===== src/rtl/irq_controller_if.sv =====
// Data-bus slave port of the interrupt controller: byte address, write data, read data, strobes.
// Reads are combinational in the strobe cycle; writes land on the strobe cycle's clock edge; never stalls.
interface irq_controller_if;
    logic [7:0]  bus_address;
    logic [31:0] bus_data_i;
    logic [31:0] bus_data_o;
    logic        bus_read;
    logic        bus_write;

    modport master (
        output bus_address,
        output bus_data_i,
        output bus_read,
        output bus_write,
        input  bus_data_o
    );

    modport slave (
        input  bus_address,
        input  bus_data_i,
        input  bus_read,
        input  bus_write,
        output bus_data_o
    );
endinterface


===== src/rtl/irq_controller.sv =====
// Interrupt controller: synchronises, latches (level/edge), masks and routes requests onto CPU irq lines.
// Latency src_in -> irq_line is SYNC_STAGES+2 edges; bus reads are combinational, no backpressure.
module irq_controller #(
    parameter int NUM_SRC     = 8,
    parameter int NUM_OUT     = 5,
    parameter int SYNC_STAGES = 2
) (
    input  logic               clk_bus,
    input  logic               rst,
    input  logic [NUM_SRC-1:0] src_in,
    irq_controller_if.slave    bus,
    output logic [NUM_OUT-1:0] irq_line
);

    localparam logic [5:0] A_RAW     = 6'h00;
    localparam logic [5:0] A_PENDING = 6'h01;
    localparam logic [5:0] A_ENABLE  = 6'h02;
    localparam logic [5:0] A_MODE    = 6'h03;
    localparam logic [5:0] A_ROUTE   = 6'h04;
    localparam logic [5:0] A_CLAIM   = 6'h05;

    function automatic logic [4*NUM_SRC-1:0] route_reset_val();
        logic [4*NUM_SRC-1:0] v;
        v = '0;
        for (int i = 0; i < NUM_SRC; i++) begin
            v[4*i +: 4] = (i < NUM_OUT) ? 4'(i) : 4'hF;
        end
        return v;
    endfunction

    localparam logic [4*NUM_SRC-1:0] ROUTE_RST = route_reset_val();

    logic [SYNC_STAGES-1:0][NUM_SRC-1:0] sync_q, sync_d;
    logic [NUM_SRC-1:0]   prev_q, prev_d;
    logic [NUM_SRC-1:0]   pending_q, pending_d;
    logic [NUM_SRC-1:0]   enable_q, enable_d;
    logic [NUM_SRC-1:0]   mode_q, mode_d;
    logic [4*NUM_SRC-1:0] route_q, route_d;
    logic [NUM_OUT-1:0]   irq_line_q, irq_line_d;

    logic [NUM_SRC-1:0] synced;
    logic [NUM_SRC-1:0] rise;
    logic [NUM_SRC-1:0] w1c;
    logic [NUM_SRC-1:0] active;
    logic [5:0]         word_addr;
    logic               wr_pending, wr_enable, wr_mode, wr_route;
    logic [2:0]         claim_idx;
    logic [31:0]        rdata;
    logic               unused_bus_bits;

    assign word_addr  = bus.bus_address[7:2];
    assign wr_pending = bus.bus_write && (word_addr == A_PENDING);
    assign wr_enable  = bus.bus_write && (word_addr == A_ENABLE);
    assign wr_mode    = bus.bus_write && (word_addr == A_MODE);
    assign wr_route   = bus.bus_write && (word_addr == A_ROUTE);

    assign synced = sync_q[SYNC_STAGES-1];
    assign rise   = synced & ~prev_q;
    assign w1c    = wr_pending ? bus.bus_data_i[NUM_SRC-1:0] : '0;
    assign active = pending_q & enable_q;

    // Byte-lane bits and write-data bits above the implemented sources carry no meaning here.
    assign unused_bus_bits = ^{bus.bus_address[1:0], bus.bus_data_i};

    always_comb begin
        sync_d = sync_q;
        sync_d[0] = src_in;
        for (int s = 1; s < SYNC_STAGES; s++) begin
            sync_d[s] = sync_q[s-1];
        end
        prev_d = synced;

        // A fresh rising edge outranks a same-cycle W1C; level sources simply follow the synchronised input.
        pending_d = (mode_q & (rise | (pending_q & ~w1c))) | (~mode_q & synced);

        enable_d = wr_enable ? bus.bus_data_i[NUM_SRC-1:0] : enable_q;
        mode_d   = wr_mode   ? bus.bus_data_i[NUM_SRC-1:0] : mode_q;
        route_d  = wr_route  ? bus.bus_data_i[4*NUM_SRC-1:0] : route_q;
    end

    // Route values at or above NUM_OUT never match a line index, so those sources stay silent.
    always_comb begin
        irq_line_d = '0;
        for (int k = 0; k < NUM_OUT; k++) begin
            for (int i = 0; i < NUM_SRC; i++) begin
                if (active[i] && (route_q[4*i +: 4] == 4'(k))) begin
                    irq_line_d[k] = 1'b1;
                end
            end
        end
    end

    always_comb begin
        claim_idx = '0;
        for (int i = NUM_SRC - 1; i >= 0; i--) begin
            if (active[i]) begin
                claim_idx = 3'(i);
            end
        end
    end

    always_comb begin
        rdata = '0;
        case (word_addr)
            A_RAW:     rdata[NUM_SRC-1:0]   = synced;
            A_PENDING: rdata[NUM_SRC-1:0]   = pending_q;
            A_ENABLE:  rdata[NUM_SRC-1:0]   = enable_q;
            A_MODE:    rdata[NUM_SRC-1:0]   = mode_q;
            A_ROUTE:   rdata[4*NUM_SRC-1:0] = route_q;
            A_CLAIM: begin
                rdata[31]  = |active;
                rdata[2:0] = claim_idx;
            end
            default:   rdata = '0;
        endcase
    end

    assign bus.bus_data_o = bus.bus_read ? rdata : 32'h0;
    assign irq_line       = irq_line_q;

    always_ff @(posedge clk_bus) begin
        if (rst) begin
            sync_q     <= '0;
            prev_q     <= '0;
            pending_q  <= '0;
            enable_q   <= '0;
            mode_q     <= '0;
            route_q    <= ROUTE_RST;
            irq_line_q <= '0;
        end else begin
            sync_q     <= sync_d;
            prev_q     <= prev_d;
            pending_q  <= pending_d;
            enable_q   <= enable_d;
            mode_q     <= mode_d;
            route_q    <= route_d;
            irq_line_q <= irq_line_d;
        end
    end

endmodule

===== src/flat_wrapper.sv =====
// flat-port wrapper written by rule: the top's interface ports become plain ports
module irq_controller_flat 
#(
    parameter int NUM_SRC     = 8,
    parameter int NUM_OUT     = 5,
    parameter int SYNC_STAGES = 2
)
  (clk_bus, rst, src_in, irq_line, bus_bus_address, bus_bus_data_i, bus_bus_read, bus_bus_write, bus_bus_data_o);
  irq_controller_if bus_i ();
  input  logic clk_bus;
  input  logic rst;
  input  logic [NUM_SRC-1:0] src_in;
  output logic [NUM_OUT-1:0] irq_line;
  input wire logic [$bits(bus_i.bus_address)-1:0] bus_bus_address;
  input wire logic [$bits(bus_i.bus_data_i)-1:0] bus_bus_data_i;
  input wire logic [$bits(bus_i.bus_read)-1:0] bus_bus_read;
  input wire logic [$bits(bus_i.bus_write)-1:0] bus_bus_write;
  output wire logic [$bits(bus_i.bus_data_o)-1:0] bus_bus_data_o;
  assign bus_i.bus_address = bus_bus_address;
  assign bus_i.bus_data_i = bus_bus_data_i;
  assign bus_i.bus_read = bus_bus_read;
  assign bus_i.bus_write = bus_bus_write;
  assign bus_bus_data_o = bus_i.bus_data_o;
  irq_controller #(.NUM_SRC(NUM_SRC), .NUM_OUT(NUM_OUT), .SYNC_STAGES(SYNC_STAGES)) u_core (.clk_bus(clk_bus), .rst(rst), .src_in(src_in), .bus(bus_i), .irq_line(irq_line));
endmodule

===== config.mk =====
export PLATFORM = sky130hd
export DESIGN_NAME = irq_controller_flat
export DESIGN_NICKNAME = d
export VERILOG_FILES = /design/src/rtl/irq_controller_if.sv /design/src/rtl/irq_controller.sv /design/src/flat_wrapper.sv
export SDC_FILE = /design/constraint.sdc
export NUM_CORES = 1
export LEC_CHECK = 0
export ABC_AREA = 1
export BUFFER_PORTS_ARGS = -buffer_cell sky130_fd_sc_hd__buf_4
export CAP_MARGIN = 20
export CORE_ASPECT_RATIO = 1.75
export CORE_MARGIN = 3
export CORE_UTILIZATION = 54
export DETAILED_ROUTE_END_ITERATION = 10
export GPL_TIMING_DRIVEN = 0
export PLACE_DENSITY = 0.85
export SETUP_SLACK_MARGIN = 0.05
export SYNTH_ARGS = -nofsm -noshare
export SYNTH_HDL_FRONTEND = slang
export SYNTH_SLANG_ARGS = --single-unit

===== constraint.sdc =====
create_clock -name clk_bus -period 1.2 [get_ports clk_bus]
set_input_delay 0 -clock clk_bus [delete_from_list [all_inputs] [get_ports clk_bus]]
set_output_delay 0 -clock clk_bus [all_outputs]
set_load 0.03 [all_outputs]

==> qor.yml, run 1 <==
clock_network:
  clk_path_buf_depth: 2
  root_buffer: "clkbuf_16"
  cts_max_level: 3
  clock-sinks: 85
  cts_buffers: 9
global_routing:
  grt_max_degree: 16
  globalRouteTotalUtil_pct: 65.4
  overflow: 4
floorplanning:
  fp.dieH_um: 119
  io_pins: 89
  die_width_um: 70.4
  start_util_pct: 56.4
  core.rowCount: 40
status:
  error_line: "[ERROR GRT-0232] Routing congestion too high. Check the congestion heatmap in the GUI."
  outcome: "aborted with a tool error"
  stop_stage: "5_1_grt"
synthesis:
  ys_ff_latch: 85
  yosys_warnings: 0
  ys_types: 26
  synth_top_area_share_pct: 43.4
  synth_area_leader_cell: "dfxtp_1"
  syn_area_um2: 3930
  synthCells: 585
  yosys-top-cells-area: "dfxtp_1, nand2_1, nor2_1"
  ys_seq_area_share_pct: 43.4
  synthesis.nets: 637
  syn_area_per_cell_um2: 6.71
placed_design:
  place_ws_ps: -491
  port_buffers: 85
  dp_cells: 754
  hpwlAfterDp_mm: 9.34
  place_congestion: 0.918
timing:
  worstEpCategory: "output port"
  worst_endpoint: "bus_bus_data_o[0]"
-- per-stage QoR --
stage	cell area [um^2]	util, %
floorplan	4140	-
global placement	4880	70.2
detailed placement	4880	70.2
CTS	6230	89.6
-- synth_stat cells (all sizes together) --
| library cell | n |
|---|---|
| nor2 | 91 |
| nand3 | 63 |
| nand4 | 4 |
| nand2 | 97 |
| a21oi | 43 |
| buf | 10 |
| and2 | 3 |
| o31ai | 1 |
| clkbuf | 12 |
| dfxtp | 85 |
| nand3b | 2 |
| nor3 | 34 |
| o22ai | 2 |
| inv | 76 |
| o21ai | 62 |
-- per-layer routing --
layer	overflow	track usage, %
met5	0	9.80
met4	3	64.0
met3	0	41.9
met2	1	86.3
met1	0	66.4
-- cells by family after synthesis --
group                  Yosys count  share of synthesized area, %
AOI/OAI and AO/OA              108                          13.9
buffers and inverters           98                          10.0
DFF                             85                          43.4
and+or+nand+nor                294                          32.7
-- timing repair --
action | 4_1_cts
pin swaps | 38
endpoints found under the setup margin | 63
hold endpoints to repair | 57
hold buffers | 41
setup buffers | 27
resized for setup | 129
gates cloned | 2
==> inputs of run 2 (changes only) <==
--- a/config.mk
+++ b/config.mk
@@ -8,13 +8,11 @@
 export ABC_AREA = 1
 export BUFFER_PORTS_ARGS = -buffer_cell sky130_fd_sc_hd__buf_4
 export CAP_MARGIN = 20
-export CORE_ASPECT_RATIO = 1.75
 export CORE_MARGIN = 3
-export CORE_UTILIZATION = 54
+export CORE_UTILIZATION = 40
 export DETAILED_ROUTE_END_ITERATION = 10
 export GPL_TIMING_DRIVEN = 0
-export PLACE_DENSITY = 0.85
-export SETUP_SLACK_MARGIN = 0.05
+export PLACE_DENSITY_LB_ADDON = 0.15
 export SYNTH_ARGS = -nofsm -noshare
 export SYNTH_HDL_FRONTEND = slang
 export SYNTH_SLANG_ARGS = --single-unit
==> run 2 against run 1 <==
  * The flow now finishes, with violations (negative setup slack)
  * Synthesized cell count did not move
  * Synthesized area did not move
==> qor.yml, run 2 <==
route:
  drc: 0
  drt-initial-drc-count: 239
  wl_per_cell_um: 15.4
  wl_mm: 13.8
  via_count: 4566
  ant_nets: 0
  viasPerCell: 5.10
  drtPass1Iterations: 5
placed_design:
  hpwlAfterDp_mm: 9.24  # was 9.34 mm
  dp_cells: 799  # was 754
  place_congestion: 0.920  # was 0.918
  port_buffers: 85  # unchanged
floorplanning:
  io_pins: 89  # unchanged
  start_util_pct: 41.9  # was 56.4%
  core_um2: 9370
  core.rowCount: 35  # was 40
  die_width_um: 105  # was 70.4 um
  die-area_um2: 11000
  fp.dieH_um: 105  # was 119 um
timing:
  maxSlewViolCount: 0
  fin_crit_sh_pct: 129
  period_needed_ps: 1550
  setup_ws_ps: -348
  hold_viol: 0
  rsz0062_at_grt: "true"
  finClkSkew_ps: 9.83
  worst_pin_slew_ps: 690
  max_freq_ghz: 0.646
  relSlewSlack_pct: 54.0
  setup_viol: 21
  hold_slack_ps: 108
power_and_ir_drop:
  p_per_area_nw_per_um2: 864
  power.switching_mw: 1.38
  combPwrFrac_pct: 11.0
  swShare_pct: 25.1
  p_int_mw: 4.12
  power_leakage_nw: 2.97
  vdd_drop_max_v: 0.000729
  pwr-share-clk_pct: 36.5
  seqPwrFrac_pct: 52.6
cells_and_area:
  top_register: "u_core.route_q"
  largest_reg_flops: 32
  drive_gt1_share_pct: 38.0
  layout.nets: 814
  post-route-util_pct: 67.8
  final_cells: 895
  syn_to_final_growth_pct: 62.0
  final_common_cell: "buf_4"
  layout_common_cells: "buf_4, nand2_1, nor2_1"
  antenna_cells: 0
worst_hold_path:
  hold_class: "primary input to flop"
  min_to: "u_core.prev_q[2]$_SDFF_PP0_"
  hold_depth: 2
  worst_hold_startpoint: "rst"
critical_path:
  worstReg2RegStart: "u_core.pending_q[6]$_SDFF_PP0_"
  r2r_cells: 8
  slowest_stage: "dfxtp_4"
  cp_common_cell: "nand2_1"
  worstReg2RegEnd: "u_core.irq_line[3]$_SDFF_PP0_"
  cp.arrival_ps: 1550
  critPathMaxFanout: 3
  cp.required_ps: 1200
  rrSetupSlack_ps: -180
  crit_type: "flop to primary output"
  start_kind: "flop"
  cp_slowest_stage_delay_ps: 380
  cp-end-kind: "primary output"
  worstPathCellList: "nand2_4 -> inv_2 -> nand2_2 -> nand2_1 -> nand2_1 -> nand2_1 -> nand2_1 -> nand2_1 -> nand2_1 -> a21oi_2 -> buf_6"
clock_network:
  clock_latency_ps: 360
  clk_path_buf_depth: 2  # unchanged
  cts_buffers: 9  # unchanged
  root_buffer: "clkbuf_8"  # was clkbuf_16
  cts_tree: "yes"
  cts_max_level: 3  # unchanged
  clock-sinks: 85  # unchanged
  clk_pin_slew_ps: 90
synthesis:
  synth_area_leader_cell: "dfxtp_1"  # unchanged
  synth_edf_count: 0  # unchanged
  async_reset_ff_share_pct: 0  # unchanged
  ys.flop_type: "dfxtp_1"  # unchanged
  synthesis.nets: 637  # unchanged
  synth_top_area_share_pct: 43.4  # unchanged
  synth_most_common_cell: "nand2_1"  # unchanged
  yosys_warnings: 0  # unchanged
  synthCells: 585  # unchanged
  yosys-top-cells-area: "dfxtp_1, nand2_1, nor2_1"  # unchanged
  ys_seq_area_share_pct: 43.4  # unchanged
  ys_ff_latch: 85  # unchanged
  syn_area_per_cell_um2: 6.71  # unchanged
  syn_area_um2: 3930  # unchanged
  synth_commonest_cells: "nand2_1, nor2_1, dfxtp_1, inv_1, nand3_1"  # unchanged
  ys_types: 26  # unchanged
global_routing:
  antenna_found_initial: 0
  globalRouteTotalUtil_pct: 25.0
  grt_pass1_wl_mm: 22.2
  grt_pass1_vias: 4487
  overflow: 0
  grt_max_degree: 15
status:
  violations: "negative setup slack"
  outcome: "finished, violations left"  # was aborted with a tool error
run:
  max_cap_violations: 0
run 2: cell counts after synthesis:
No cell type changed its count.
run 2: worst max-delay path: cells and delay by family, from the launching register on:
family | cells | cell delay, ps
buf+inv | 2 | 220
simple gates | 8 | 420
flops | 1 | 380
compound gates | 1 | 180
run 2: layer usage:
layer | track usage (%) | wire [um] | part of all wire (%) | vias up
li1 | - | - | - | 2255
met1 | 30.4 | 5840 | 42 | 2135
met2 | 44.5 | 6910 | 50 | 155
met3 | 3.64 | 749 | 5.4 | 21
met4 | 9.28 | 276 | 2.0 | 0
met5 | 0 | 0 | 0 | -
run 2: how the worst max path moves through the flow:
stage	slack (ps)	start	endpoint	depth (start not counted)
6_report	-350	u_core.pending_q[7]$_SDFF_PP0_	bus_bus_data_o[0]	11
5_1_grt	-440	u_core.pending_q[7]$_SDFF_PP0_	bus_bus_data_o[0]	11
4_1_cts	-360	u_core.pending_q[5]$_SDFF_PP0_	bus_bus_data_o[2]	9
3_5_place_dp	-520	rst	u_core.prev_d[1]$_SDFF_PP0_	4
3_3_place_gp	-510	rst	u_core.irq_line[0]$_SDFF_PP0_	4
2_1_floorplan	-240	bus_bus_address[3]	bus_bus_data_o[21]	6
run 2: final cells by class:
class | count | area (um^2)
fillers | 779 | 3010
multi-input cells | 402 | 2300
flip-flops and latches | 85 | 1780
repair buffers | 166 | 1480
inverters | 76 | 293
well taps | 129 | 161
plain buffers | 22 | 153
clock buffers | 10 | 128
clock inverters | 5 | 61.3
run 2: power by group through the flow:
| stage | logic (mW) | clock network [mW] | registers (mW) |
|---|---|---|---|
| finish | 0.603 | 2.00 | 2.89 |
| global route | 0.657 | 2.16 | 2.89 |
| CTS | 0.558 | 2.02 | 2.90 |
| detailed placement | 0.386 | 0 | 2.96 |
| global placement | 0.380 | 0 | 2.96 |
| floorplan | 0.173 | 0 | 2.96 |
run 2: stage by stage:
| step | TNS, ps | total power, mW | setup slack [ps] | area (um^2) |
|---|---|---|---|---|
| 2_1_floorplan | -4670 | 3.13 | -245 | 3930 |
| 6_report | -2630 | 5.49 | -348 | 6360 |
| 3_5_place_dp | -34970 | 3.35 | -523 | 4730 |
| 5_1_grt | -4150 | 5.71 | -439 | 6360 |
| 4_1_cts | -2140 | 5.48 | -357 | 5980 |
| 3_3_place_gp | -32520 | 3.34 | -510 | 4730 |
run 2: repair_timing:
action / CTS / global route
cloned: 2 / 0
pin swaps: 24 / 27
endpoints found under the setup margin: 53 / 76
hold endpoints to repair: 63 / 0
hold buffers: 41 / 0
setup buffers: 24 / 15
resized for setup: 130 / 94
run 2: kinds of logic (layout without fill, tap and decap cells):
family,count (synthesis),after routing,synth area share [%]
simple gates,294,294,32.7
compound gates,108,108,13.9
buf+inv,98,279,10.0
flops,85,85,43.4
Note: power is estimated with default switching activity, not from simulation.
==> inputs of run 3 (changes only) <==
--- a/config.mk
+++ b/config.mk
@@ -13,6 +13,7 @@
 export DETAILED_ROUTE_END_ITERATION = 10
 export GPL_TIMING_DRIVEN = 0
 export PLACE_DENSITY_LB_ADDON = 0.15
+export REMOVE_ABC_BUFFERS = 1
 export SYNTH_ARGS = -nofsm -noshare
 export SYNTH_HDL_FRONTEND = slang
 export SYNTH_SLANG_ARGS = --single-unit
==> constraint.sdc (replaced) <==
create_clock -name clk_bus -period 1.3 [get_ports clk_bus]
set_input_delay 0 -clock clk_bus [delete_from_list [all_inputs] [get_ports clk_bus]]
set_output_delay 0 -clock clk_bus [all_outputs]
set_load 0.03 [all_outputs]
==> run 3 against run 2 <==
  * The flow still finishes with violations (negative setup slack)
  * Sequential power fell by 7.6%
  * Setup slack improved by 28 ps
  * Sequential cell count did not move
  * Total power fell by 2.6%
  * Utilization fell by 5.7 points
  * Global-route usage fell by 3.4 points
  * Critical path depth fell by 1
==> qor.yml, run 3 (same netlist as run 2, synthesis figures left out) <==
clock_network:
  root_buffer: "clkbuf_8"  # unchanged
  clk_pin_slew_ps: 90  # about the same
  cts_buffers: 9  # unchanged
  cts_max_level: 3  # unchanged
  clock-sinks: 85  # unchanged
  clock_latency_ps: 360  # about the same
  cts_tree: "yes"  # unchanged
  clk_path_buf_depth: 2  # unchanged
timing:
  fin_crit_sh_pct: 125
  maxSlewViolCount: 0  # unchanged
  setup_viol: 10  # was 21
  finClkSkew_ps: 6.64  # was 9.83 ps
  hold_slack_ps: 116  # was 108 ps
  hold_viol: 0  # unchanged
  period_needed_ps: 1620
  relSlewSlack_pct: 43.3  # was 54.0%
  worst_pin_slew_ps: 846  # was 690 ps
  max_freq_ghz: 0.617
  rsz0062_at_grt: "true"  # unchanged
  setup_ws_ps: -320  # was -348 ps
critical_path:
  cp.arrival_ps: 1620  # was 1550 ps
  rrSetupSlack_ps: -230  # was -180 ps
  critPathMaxFanout: 3  # unchanged
  start_kind: "flop"  # unchanged
  worstReg2RegStart: "u_core.pending_q[1]$_SDFF_PP0_"  # was u_core.pending_q[6]$_SDFF_PP0_
  worstReg2RegEnd: "u_core.irq_line[2]$_SDFF_PP0_"  # was u_core.irq_line[3]$_SDFF_PP0_
  r2r_cells: 6  # was 8
  cp-end-kind: "primary output"  # unchanged
  cp.required_ps: 1300  # was 1200 ps
  crit_type: "flop to primary output"  # unchanged
route:
  viasPerCell: 5.00  # was 5.10
  drt-initial-drc-count: 318  # was 239
  wl_mm: 12.5  # was 13.8 mm
  via_count: 4323  # was 4566
  drtPass1Iterations: 7  # was 5
  ant_nets: 0  # unchanged
  wl_per_cell_um: 14.5  # was 15.4 um
  drc: 0  # unchanged
run:
  max_cap_violations: 0  # unchanged
placed_design:
  place_area_um2: 4620  # was 4730 um^2
  hpwlAfterDp_mm: 7.93  # was 9.24 mm
  place_congestion: 0.882  # was 0.920
  dp_cells: 778  # was 799
  port_buffers: 86  # was 85
global_routing:
  grt_pass1_wl_mm: 19.4  # was 22.2 mm
  antenna_found_initial: 0  # unchanged
  grt_max_degree: 55  # was 15
  globalRouteTotalUtil_pct: 21.6  # was 25.0%
  overflow: 0  # unchanged
  grt_pass1_vias: 4060  # was 4487
cells_and_area:
  drive_gt1_share_pct: 27.3  # was 38.0%
  final_cells: 865  # was 895
  largest_reg_flops: 32  # unchanged
  antenna_cells: 0  # unchanged
  top_register: "u_core.route_q"  # unchanged
  fill_cells: 850  # was 779
  design_area_um2: 5820  # was 6360 um^2
  final_common_cell: "buf_4"  # unchanged
  layout.nets: 783  # was 814
  syn_to_final_growth_pct: 48.3  # was 62.0%
  layout_common_cells: "buf_4, nand2_1, nor2_1"  # unchanged
floorplanning:
  core_um2: 9370  # unchanged
  start_util_pct: 41.9  # unchanged
  core.rowCount: 35  # unchanged
  fp.dieH_um: 105  # unchanged
  io_pins: 89  # unchanged
  die_width_um: 105  # unchanged
  die-area_um2: 11000  # unchanged
power_and_ir_drop:
  p_per_area_nw_per_um2: 919  # was 864 nW/um^2
  total_power_mw: 5.35  # was 5.49 mW
  power_leakage_nw: 2.70  # was 2.97 nW
  vdd_drop_max_v: 0.000639  # was 0.000729 V
worst_hold_path:
  hold_class: "primary input to flop"  # unchanged
  hold_depth: 2  # unchanged
  worst_hold_startpoint: "rst"  # unchanged
  min_to: "u_core.prev_d[1]$_SDFF_PP0_"  # was u_core.prev_q[2]$_SDFF_PP0_
status:
  outcome: "finished, violations left"  # unchanged
  violations: "negative setup slack"  # unchanged
==> run 3: worst max path at each step <==
stage,start,end,cells after the start
final,u_core.pending_q[3]$_SDFF_PP0_,bus_bus_data_o[2],10
after floorplan,bus_bus_address[3],bus_bus_data_o[31],5
after global placement,bus_bus_address[7],u_core.route_q[23]$_SDFFE_PP1P_,5
after CTS,u_core.pending_q[3]$_SDFF_PP0_,bus_bus_data_o[2],10
after detailed placement,bus_bus_address[7],u_core.route_q[23]$_SDFFE_PP1P_,5
after global routing,u_core.pending_q[3]$_SDFF_PP0_,bus_bus_data_o[2],10
==> run 3: where the power goes <==
| group | total [mW] | internal [mW] | switching, mW |
|---|---|---|---|
| clock network | 2.17 | 1.19 | 0.979 |
| registers | 2.67 | 2.65 | 0.0287 |
| logic | 0.505 | 0.263 | 0.242 |
==> run 3: what timing repair did <==
item                                    4_1_cts  5_1_grt
pin swaps                                    16       25
hold buffers                                 41        0
setup buffers                                19        9
resized for setup                            54       45
endpoints found under the setup margin       92       50
gates cloned                                  0        2
hold endpoints to repair                     63        0
==> run 3: routing by layer <==
| layer | part of all wire [%] | GRT usage (%) | routed length (um) |
|---|---|---|---|
| met5 | 0 | 0 | 0 |
| met4 | 1.6 | 6.37 | 199 |
| met3 | 5.7 | 4.51 | 720 |
| met2 | 49 | 37.4 | 6120 |
| met1 | 44 | 26.8 | 5500 |
==> run 3: final cells by class <==
class | count | area (um^2) | share of cell area, %
Inverter | 76 | 304 | 5.22
Tap cell | 129 | 161 | 2.77
Timing Repair inverter | 1 | 7.51 | 0.129
Sequential cell | 85 | 1730 | 29.8
Clock inverter | 5 | 82.6 | 1.42
Multi-Input combinational cell | 403 | 2050 | 35.2
Timing Repair Buffer | 155 | 1330 | 22.9
Clock buffer | 11 | 151 | 2.60
==> run 3: stage by stage <==
| step | utilization (%) | TNS (ps) | setup slack, ps |
|---|---|---|---|
| 2_1_floorplan | - | -6500 | -228 |
| 3_3_place_gp | 49.3 | -49390 | -984 |
| 3_5_place_dp | 49.3 | -52210 | -993 |
| 4_1_cts | 59.5 | -1610 | -269 |
| 5_1_grt | 62.1 | -2900 | -425 |
| 6_report | 62.1 | -1770 | -320 |
==> run 3: worst max-delay path: stages (launching register included) <==
cell and delay (ps):
dfxtp_2 340, nand2_2 90, nand2_1 70, inv_2 60, nand2_2 60, nor2_2 110, nand2_1 80, nand3_1 80
nor2_1 40, nor2_1 150, buf_4 190
